## config.mk

```make
export PLATFORM = sky130hd
export DESIGN_NAME = alu_mc
export DESIGN_NICKNAME = d
export VERILOG_FILES = /design/src/rtl/alu_mc.sv
export SDC_FILE = /design/constraint.sdc
export NUM_CORES = 1
export LEC_CHECK = 0
export CORE_ASPECT_RATIO = 0.8
export CORE_MARGIN = 1.5
export CORE_UTILIZATION = 55
export DETAILED_ROUTE_END_ITERATION = 10
export MAX_ROUTING_LAYER = met4
export PLACE_DENSITY = 0.75
export SYNTH_ARGS = -nofsm -noshare
export SYNTH_HDL_FRONTEND = slang
export SYNTH_SLANG_ARGS = --single-unit
```

## constraint.sdc

```tcl
create_clock -name Clk -period 6.6 [get_ports Clk]
set_input_delay 1.32 -clock Clk [delete_from_list [all_inputs] [get_ports Clk]]
set_output_delay 1.32 -clock Clk [all_outputs]
set_load 0.005 [all_outputs]
```

## src/rtl/alu_mc.sv

```systemverilog
// rtl/alu_mc.sv - multi-cycle parametrised ALU with op handshake, iterative multiply and shifts
//
// Purpose: DATA_W-bit ALU for the ucontroller CPU. Single-cycle ops complete on the
// accept edge. op_mul (shift-add, DATA_W cycles) and op_shln/op_shrn (one bit per cycle)
// hold Op_ready low while they run.
//
// Ports:
//   Clk         in   system clock, rising edge
//   Rst_n       in   asynchronous active-low reset
//   Op[4:0]     in   opcode (see OP_* encodings below)
//   Op_valid    in   Op/InData valid, held until accepted
//   Op_ready    out  ALU can accept (transfer = Op_valid & Op_ready)
//   InData      in   load operand
//   OutData     out  ACC while OutData_oe, else 0
//   OutData_oe  out  one-cycle pulse after op_oeacc is accepted
//   Index_reg   out  INDEX register
//   FlagZ/C/E   out  zero / carry-borrow-overflow / compare-or-ascii-error flags
//   Busy        out  multi-cycle op in progress
module alu_mc #(
  parameter int DATA_W = 8
) (
  input  logic              Clk,
  input  logic              Rst_n,
  input  logic [4:0]        Op,
  input  logic              Op_valid,
  output logic              Op_ready,
  input  logic [DATA_W-1:0] InData,
  output logic [DATA_W-1:0] OutData,
  output logic              OutData_oe,
  output logic [DATA_W-1:0] Index_reg,
  output logic              FlagZ,
  output logic              FlagC,
  output logic              FlagE,
  output logic              Busy
);

  localparam int SH_W = $clog2(DATA_W);
  localparam logic [SH_W-1:0] MUL_LAST = SH_W'(DATA_W - 1);

  localparam logic [4:0] OP_NOP       = 5'd0;
  localparam logic [4:0] OP_LDA       = 5'd1;
  localparam logic [4:0] OP_LDB       = 5'd2;
  localparam logic [4:0] OP_LDACC     = 5'd3;
  localparam logic [4:0] OP_LDID      = 5'd4;
  localparam logic [4:0] OP_MVACC2ID  = 5'd5;
  localparam logic [4:0] OP_MVACC2A   = 5'd6;
  localparam logic [4:0] OP_MVACC2B   = 5'd7;
  localparam logic [4:0] OP_ADD       = 5'd8;
  localparam logic [4:0] OP_SUB       = 5'd9;
  localparam logic [4:0] OP_SHIFTL    = 5'd10;
  localparam logic [4:0] OP_SHIFTR    = 5'd11;
  localparam logic [4:0] OP_AND       = 5'd12;
  localparam logic [4:0] OP_OR        = 5'd13;
  localparam logic [4:0] OP_XOR       = 5'd14;
  localparam logic [4:0] OP_CMPE      = 5'd15;
  localparam logic [4:0] OP_CMPL      = 5'd16;
  localparam logic [4:0] OP_CMPG      = 5'd17;
  localparam logic [4:0] OP_ASCII2BIN = 5'd18;
  localparam logic [4:0] OP_BIN2ASCII = 5'd19;
  localparam logic [4:0] OP_OEACC     = 5'd20;
  localparam logic [4:0] OP_MUL       = 5'd21;
  localparam logic [4:0] OP_SHLN      = 5'd22;
  localparam logic [4:0] OP_SHRN      = 5'd23;

  typedef enum logic [1:0] {S_IDLE, S_MUL, S_SHIFT} state_t;

  state_t state, state_nxt;

  logic [DATA_W-1:0]   a_reg, b_reg, acc, index_q;
  logic                flag_z, flag_c, flag_e, oe_q;
  logic [DATA_W-1:0]   mul_a;
  logic [2*DATA_W-1:0] prod;
  logic [SH_W-1:0]     cnt;
  logic                shift_left;

  logic                accept;
  logic [SH_W-1:0]     sh_n;
  logic [DATA_W:0]     add_res, sub_res, mul_sum;
  logic [2*DATA_W-1:0] mul_nxt;
  logic [DATA_W-1:0]   shl1, shr1, sh_step;
  logic                sh_out;
  logic                a2b_ok;
  logic [3:0]          a2b_val;
  logic [7:0]          b2a_char;

  assign Op_ready   = (state == S_IDLE);
  assign Busy       = ~Op_ready;
  assign accept     = Op_valid & Op_ready;
  assign sh_n       = b_reg[SH_W-1:0];
  assign OutData    = oe_q ? acc : '0;
  assign OutData_oe = oe_q;
  assign Index_reg  = index_q;
  assign FlagZ      = flag_z;
  assign FlagC      = flag_c;
  assign FlagE      = flag_e;

  // Unsigned arithmetic in DATA_W+1 bits: the top bit is carry-out for add and borrow for sub.
  assign add_res = {1'b0, a_reg} + {1'b0, b_reg};
  assign sub_res = {1'b0, a_reg} - {1'b0, b_reg};

  // One shift-add step: conditionally add the multiplicand into the high half, then shift
  // the whole product right; the multiplier is consumed from the low half LSB first.
  assign mul_sum = {1'b0, prod[2*DATA_W-1:DATA_W]} + (prod[0] ? {1'b0, mul_a} : '0);
  assign mul_nxt = {mul_sum, prod[DATA_W-1:1]};

  assign shl1    = {acc[DATA_W-2:0], 1'b0};
  assign shr1    = {1'b0, acc[DATA_W-1:1]};
  assign sh_step = shift_left ? shl1 : shr1;
  assign sh_out  = shift_left ? acc[DATA_W-1] : acc[0];

  always_comb begin
    a2b_ok  = 1'b0;
    a2b_val = 4'd0;
    if (acc[7:0] >= 8'h30 && acc[7:0] <= 8'h39) begin
      a2b_ok  = 1'b1;
      a2b_val = acc[3:0];
    end else if (acc[7:0] >= 8'h41 && acc[7:0] <= 8'h46) begin
      a2b_ok  = 1'b1;
      a2b_val = acc[3:0] + 4'd9;   // 'A' = 0x41 -> 1 + 9 = 10
    end
    b2a_char = (acc[3:0] < 4'd10) ? {4'h3, acc[3:0]} : {4'h4, acc[3:0] - 4'd9};
  end

  always_ff @(posedge Clk or negedge Rst_n) begin
    if (!Rst_n) state <= S_IDLE;
    else        state <= state_nxt;
  end

  always_comb begin
    state_nxt = state;
    case (state)
      S_IDLE: begin
        if (accept) begin
          if (Op == OP_MUL)
            state_nxt = S_MUL;
          else if ((Op == OP_SHLN || Op == OP_SHRN) && sh_n != '0)
            state_nxt = S_SHIFT;
        end
      end
      S_MUL:   if (cnt == '0) state_nxt = S_IDLE;
      S_SHIFT: if (cnt == '0) state_nxt = S_IDLE;
      default: state_nxt = S_IDLE;
    endcase
  end

  always_ff @(posedge Clk or negedge Rst_n) begin
    if (!Rst_n) begin
      a_reg      <= '0;
      b_reg      <= '0;
      acc        <= '0;
      index_q    <= '0;
      flag_z     <= 1'b0;
      flag_c     <= 1'b0;
      flag_e     <= 1'b0;
      oe_q       <= 1'b0;
      mul_a      <= '0;
      prod       <= '0;
      cnt        <= '0;
      shift_left <= 1'b0;
    end else begin
      oe_q <= 1'b0;
      case (state)
        S_IDLE: begin
          if (accept) begin
            case (Op)
              OP_LDA:      a_reg   <= InData;
              OP_LDB:      b_reg   <= InData;
              OP_LDACC:    acc     <= InData;
              OP_LDID:     index_q <= InData;
              OP_MVACC2ID: index_q <= acc;
              OP_MVACC2A:  a_reg   <= acc;
              OP_MVACC2B:  b_reg   <= acc;
              OP_ADD: begin
                acc    <= add_res[DATA_W-1:0];
                flag_c <= add_res[DATA_W];
                flag_z <= (add_res[DATA_W-1:0] == '0);
              end
              OP_SUB: begin
                acc    <= sub_res[DATA_W-1:0];
                flag_c <= sub_res[DATA_W];
                flag_z <= (sub_res[DATA_W-1:0] == '0);
              end
              OP_SHIFTL: begin
                acc    <= shl1;
                flag_c <= acc[DATA_W-1];
                flag_z <= (shl1 == '0);
              end
              OP_SHIFTR: begin
                acc    <= shr1;
                flag_c <= acc[0];
                flag_z <= (shr1 == '0);
              end
              OP_AND: begin
                acc    <= a_reg & b_reg;
                flag_c <= 1'b0;
                flag_z <= ((a_reg & b_reg) == '0);
              end
              OP_OR: begin
                acc    <= a_reg | b_reg;
                flag_c <= 1'b0;
                flag_z <= ((a_reg | b_reg) == '0);
              end
              OP_XOR: begin
                acc    <= a_reg ^ b_reg;
                flag_c <= 1'b0;
                flag_z <= ((a_reg ^ b_reg) == '0);
              end
              OP_CMPE: flag_e <= (a_reg == b_reg);
              OP_CMPL: flag_e <= (a_reg <  b_reg);
              OP_CMPG: flag_e <= (a_reg >  b_reg);
              OP_ASCII2BIN: begin
                if (a2b_ok) begin
                  acc    <= DATA_W'(a2b_val);
                  flag_e <= 1'b0;
                end else begin
                  acc    <= '1;
                  flag_e <= 1'b1;
                end
              end
              OP_BIN2ASCII: acc  <= DATA_W'(b2a_char);
              OP_OEACC:     oe_q <= 1'b1;
              OP_MUL: begin
                mul_a <= a_reg;
                prod  <= {{DATA_W{1'b0}}, b_reg};
                cnt   <= MUL_LAST;
              end
              OP_SHLN, OP_SHRN: begin
                if (sh_n == '0) begin
                  flag_z <= (acc == '0);
                  flag_c <= 1'b0;
                end else begin
                  shift_left <= (Op == OP_SHLN);
                  cnt        <= sh_n - SH_W'(1);
                end
              end
              default: ;   // nop and unused codes are accepted and ignored
            endcase
          end
        end
        S_MUL: begin
          prod <= mul_nxt;
          cnt  <= cnt - SH_W'(1);
          if (cnt == '0) begin
            acc    <= mul_nxt[DATA_W-1:0];
            flag_c <= |mul_nxt[2*DATA_W-1:DATA_W];
            flag_z <= (mul_nxt[DATA_W-1:0] == '0);
          end
        end
        S_SHIFT: begin
          acc    <= sh_step;
          flag_c <= sh_out;
          cnt    <= cnt - SH_W'(1);
          if (cnt == '0) flag_z <= (sh_step == '0);
        end
        default: ;
      endcase
    end
  end

endmodule

```

==> impl_metrics.env, run 1 <==
export IMPL_status="finished, final reports clean"
export IMPL_post_cts_resized=0
export IMPL_hp_start="Index_reg[3]"
export IMPL_finalCritPeriodShare_pct=62.2
export IMPL_synth_area_leaders="dfrtp_1 (28%), ha_1 (9.1%), mux2i_1 (5.2%)"
export IMPL_synth_distinct_cells=84
export IMPL_clock_skew_ps=12.2
export IMPL_fp_dieW_um=119
export IMPL_top_register="prod"
export IMPL_htree_levels=3
export IMPL_hold_viol=0
export IMPL_p_leak_nw=2.92
export IMPL_crit_required_ps=6830
export IMPL_hold_path_class="flip-flop to flip-flop"
export IMPL_final_cell_mix="nand2_1 (74), dfrtp_1 (66), o21ai_0 (57)"
export IMPL_yosysTopAreaCell="dfrtp_1"
export IMPL_drt_iter0_drc=891
export IMPL_slew_headroom_pct=30.6
export IMPL_dp_hpwl_um=15400
export IMPL_rsz0062_at_grt="false"
export IMPL_diodes=0
export IMPL_gp_congestion=0.972
export IMPL_io_pins=38
export IMPL_yosys_warnings=0
export IMPL_synth_edff_count=0
export IMPL_ys_seq_elements=66
export IMPL_drt_antenna_violating_nets=0
export IMPL_p_seq_share_pct=26.5
export IMPL_routed_via_count=5817
export IMPL_design_core_area_mm2=0.0104
export IMPL_tns_ps=0
export IMPL_viasPerCell=6.90
export IMPL_clock_sinks=66
export IMPL_start_util_pct=57.2
export IMPL_fmax_ghz=0.244
export IMPL_area_delta_synth_final_pct=11.2
export IMPL_grt_pass1_wl_um=31800
export IMPL_synth_nets=749
export IMPL_cts_setup_buffers=0
export IMPL_synth_ff_type="dfrtp_1"
export IMPL_fin_crit_ps=4100
export IMPL_stdcell_count=843
export IMPL_grt_max_degree=67
export IMPL_cts_tree="yes"
export IMPL_grt_total_usage_pct=38.5
export IMPL_r2r_start="b_reg[5]"
export IMPL_cts_root_buf="clkbuf_16"
export IMPL_slew_violations=0
export IMPL_wl_per_cell_um=24.9
export IMPL_dieArea_mm2=0.0114
export IMPL_worst_slew_pin_slew_ps=1040
export IMPL_largest_reg_flops=16
export IMPL_netSwitchingPower_w=0.00156
export IMPL_die_y_um=95.9
export IMPL_nets=760
export IMPL_nFillCells=889
export IMPL_synthArstFlopShare_pct=100
export IMPL_drc=0
export IMPL_grt_ovfl_total=0
export IMPL_std_cell_rows=33
export IMPL_yosysTopAreaCellShare_pct=27.8
export IMPL_irDropWorstVdd_v=0.000448
export IMPL_crit_type="primary input to flip-flop"
export IMPL_yosysSeqAreaShare_pct=27.8
export IMPL_internal_power_w=0.00158
export IMPL_cts_buffer_depth=2
export IMPL_worst_path_max_fanout=32
export IMPL_p_per_area_mw_per_mm2=475
export IMPL_maxCapViolations=0
export IMPL_swShare_pct=49.7
export IMPL_dr_pass1_iters=6
export IMPL_end_kind="flip-flop"
export IMPL_drt_wl_total_um=21000
export IMPL_grt_antenna_before_repair=0
export IMPL_dp_cells=827
export IMPL_utilization_pct=63.7
export IMPL_p_comb_share_pct=56.3
export IMPL_avgSynthCellArea_um2=8.63
export IMPL_cts_made_buffers=9
export IMPL_clock_latency_ps=340
export IMPL_drive_above_1_share_pct=9.10
export IMPL_port_buffer_count=37
export IMPL_synthCells=687
export IMPL_clk_pin_slew_worst_paths_ps=60
export IMPL_hold_buffers=0
export IMPL_syn_area_mm2=0.00593
export IMPL_grt_pass1_vias=5402
export IMPL_cp_arrival_ps=4330
export IMPL_startpoint_type="primary input"
export IMPL_startpoint="Op[2]"
export IMPL_finalSetupViolCount=0
export IMPL_final_common_cell="nand2_1"
export IMPL_p_clk_share_pct=17.1
-- final timing paths --
| check | end | slack [ps] | depth (start not counted) |
|---|---|---|---|
| hold / removal | Index_reg[3] | 480 | 2 |
| max in group asynchronous | mul_a[2] | 4830 | 2 |
| setup reg to reg | FlagZ | 3070 | 8 |
| setup / recovery | acc[5] | 2500 | 7 |
| hold reg to reg | Index_reg[3] | 480 | 2 |
| min in group asynchronous | FlagE | 1160 | 2 |
-- per-layer routing --
metal	up-vias	part of all wire, %	GRT usage [%]
li1	2565	-	-
met1	2845	43	52.0
met2	349	44	57.9
met3	58	10	8.71
met5	-	0	-
met4	0	2.9	11.9
-- per-stage QoR --
step	instance area (um^2)	hold slack (ps)	power, W	worst slack, ps
detailed placement	6270	471	0.00250	2270
global route	6600	505	0.00328	2290
global placement	6270	464	0.00249	2360
floorplan	5930	450	0.00193	3600
CTS	6600	483	0.00306	2620
finish	6600	481	0.00314	2500
-- cell type report --
type / count / area (um^2) / area share (%)
multi-input cells: 537 / 3880 / 58.9
flip-flops and latches: 66 / 1650 / 25.0
repair buffers: 41 / 395 / 5.99
clock buffers: 10 / 239 / 3.62
well taps: 140 / 175 / 2.66
inverters: 43 / 161 / 2.45
clock inverters: 6 / 90.1 / 1.37
-- worst max-delay path: stages --
cell and delay [ps]:
clkdlybuf4s50_1 950, nor3b_1 870, nand2_1 240, nor3_2 350, or3_4 210, a2111oi_2 60
o41ai_1 330
-- synthesized netlist by cell type (all sizes together) (4+ instances only) --
library cell  count
a21oi            23
o41ai             4
or3               8
dfrtp            66
o211ai            5
xnor2             5
o31ai            11
nand2b           11
nor4             14
a211oi           13
a221o             4
xor2              5
a32oi             4
nor3b             4
o21a              5
a2111oi           6
and2             17
a221oi            7
mux2i            31
clkbuf           21
a22oi            10
nand3             8
o2bb2ai           6
o22ai             7
and3              5
a22o              4
nor3             17
nor2b             6
buf              19
nand4             5
nand3b            4
o21ai            57
a21o              6
ha               43
o2111ai           4
mux2             20
nor2             34
nand2            74
inv              41
-- power groups by stage --
stage	registers (W)	clock network (W)	logic, W
6_report	0.000833	0.000537	0.00177
5_1_grt	0.000847	0.000551	0.00188
4_1_cts	0.000819	0.000536	0.00170
3_5_place_dp	0.000824	0	0.00168
3_3_place_gp	0.000818	0	0.00167
2_1_floorplan	0.000660	0	0.00127
-- cell families (layout without fill, tap and decap cells) --
logic type	count (synthesis)	after routing	share of synthesized area, %
mux	51	51	9.03
xor+xnor	10	10	1.48
simple gates	220	220	19.5
flops	66	66	27.8
fa+ha+maj	46	46	10.1
compound gates	210	210	25.4
buf+inv	84	100	6.73
No activity file was read; power rests on OpenSTA's default activity.
==> run 2, diff against run 1 <==
Settings changed: PLACE_DENSITY 0.75 to 0.78.
Clock period 6.6 ns to 3.6 ns, I/O delays scaled along.
==> impl_metrics.env, run 2 (synthesized netlist as in run 1, its figures left out) <==
export IMPL_gp_congestion=1.09
export IMPL_finalCritPeriodShare_pct=88.4
export IMPL_crit_required_ps=3850
export IMPL_power_w=0.00589
export IMPL_irDropWorstVdd_v=0.000641
export IMPL_p_leak_nw=3.07
export IMPL_p_per_area_mw_per_mm2=864
export IMPL_routed_via_count=5976
export IMPL_grt_pass1_wl_um=33100
export IMPL_clock_skew_ps=3.94
export IMPL_fmax_ghz=0.314
export IMPL_cts_setup_buffers=0
export IMPL_top_layer="met4"
export IMPL_hold_path_class="primary input to asynchronous set/reset pin"
export IMPL_dr_pass1_iters=7
export IMPL_cts_tree="yes"
export IMPL_grt_pass1_vias=5573
export IMPL_worst_path_max_fanout=4
export IMPL_rsz0062_at_grt="false"
export IMPL_drc=0
export IMPL_met2WireLength_um=9710
export IMPL_area_delta_synth_final_pct=14.8
export IMPL_tns_ps=0
export IMPL_final_common_cell="nand2_1"
export IMPL_design_core_area_mm2=0.0104
export IMPL_cts_buffer_depth=2
export IMPL_startpoint_type="flip-flop"
export IMPL_fin_crit_ps=3180
export IMPL_die_y_um=95.9
export IMPL_clock_sinks=66
export IMPL_worst_slew_pin_slew_ps=746
export IMPL_slew_violations=0
export IMPL_diodes=0
export IMPL_max_stage_delay_ps=550
export IMPL_top_register="prod"
export IMPL_drive_above_1_share_pct=12.5
export IMPL_wl_met1_um=9040
export IMPL_cp_arrival_ps=3440
export IMPL_post_cts_resized=0
export IMPL_dpl_cell_area_mm2=0.00651
export IMPL_std_cell_rows=33
export IMPL_grt_total_usage_pct=40.4
export IMPL_dieArea_mm2=0.0114
export IMPL_hold_buffers=0
export IMPL_status="finished, final reports clean"
export IMPL_dp_hpwl_um=16800
export IMPL_fp_dieW_um=119
export IMPL_stdcell_count=874
export IMPL_dp_cells=858
export IMPL_slowest_stage="a211oi_1"
export IMPL_drt_antenna_violating_nets=0
export IMPL_crit_type="flip-flop to flip-flop"
export IMPL_cpLargestDelayFamily="compound AO/OA/AOI/OAI gates"
export IMPL_nets=791
export IMPL_cts_root_buf="clkbuf_16"
export IMPL_end_kind="flip-flop"
export IMPL_htree_levels=3
export IMPL_largest_reg_flops=16
export IMPL_drt_wl_total_um=22000
export IMPL_io_pins=38
export IMPL_crit_top_cell="o211ai_1"
export IMPL_utilization_pct=65.7
export IMPL_cts_made_buffers=9
export IMPL_finalSetupViolCount=0
export IMPL_final_cell_mix="nand2_1 (74), dfrtp_1 (66), o21ai_0 (57)"
export IMPL_wl_met3_um=2510
export IMPL_clk_pin_slew_worst_paths_ps=50
export IMPL_wl_per_cell_um=25.1
export IMPL_grt_ovfl_total=0
export IMPL_clock_latency_ps=340
export IMPL_start_util_pct=57.2
export IMPL_port_buffer_count=37
export IMPL_maxCapViolations=0
export IMPL_design_area_mm2=0.00681
export IMPL_crit_chain="ha_1, inv_1, fa_1, nand2b_1, a211oi_1, o31ai_1, a21oi_1, o211ai_1, o211ai_1"
export IMPL_slew_headroom_pct=49.0
export IMPL_grt_max_degree=37
export IMPL_grt_antenna_before_repair=0
export IMPL_crit_buf_inv=1
export IMPL_viasPerCell=6.84
export IMPL_hold_viol=0
export IMPL_drt_iter0_drc=716
-- run 2: changes by cell type in the layout (fill, tap and decap cells not counted), sizes merged --
cell / previous run / this run
buf: 5 / 36
bufinv: 2 / 1
clkbuf: 10 / 14
clkinv: 5 / 3
clkinvlp: 1 / 0
-- run 2: through the flow --
step / hold slack (ps) / setup WS [ps]
6_report: 444 / 417
5_1_grt: 501 / 354
4_1_cts: 460 / 505
3_5_place_dp: 477 / 216
3_3_place_gp: 465 / 246
2_1_floorplan: 424 / 1110
-- run 2: worst paths after layout --
check,from,to,slack [ps],cells past startpoint
max,a_reg[0],FlagC,420,9
min,Rst_n,FlagE,440,1
max reg2reg,a_reg[0],FlagC,420,9
min reg2reg,Index_reg[2],Index_reg[2],480,2
max in group asynchronous,Rst_n,prod[15],2480,2
min in group Clk,Index_reg[2],Index_reg[2],480,2
-- run 2: power by group --
part | total, W | switching (W) | internal, W
Clock | 0.000891 | 0.000318 | 0.000573
Combinational | 0.00356 | 0.00215 | 0.00141
Sequential | 0.00144 | 0.000435 | 0.00100
-- run 2: worst reg2reg max path, cell delays in order, from the launching register on --
cell	delay, ps
dfrtp_1	420
ha_1	320
inv_1	90
fa_1	460
nand2b_1	200
a211oi_1	550
o31ai_1	220
a21oi_1	520
o211ai_1	150
o211ai_1	170
-- run 2: final cells by class --
cell class,count,area (um^2)
Fill cell,851,3550
Timing Repair Buffer,72,641
Tap cell,140,175
Sequential cell,66,1650
Multi-Input combinational cell,537,3880
Inverter,43,161
Clock buffer,14,264
Clock inverter,2,35.0
-- run 2: per-layer routing --
| layer | vias to the layer above | GRT usage [%] |
|---|---|---|
| met5 | - | - |
| met4 | 0 | 13.6 |
| met3 | 59 | 11.7 |
| met2 | 368 | 59.7 |
| met1 | 2920 | 53.2 |
| li1 | 2629 | - |
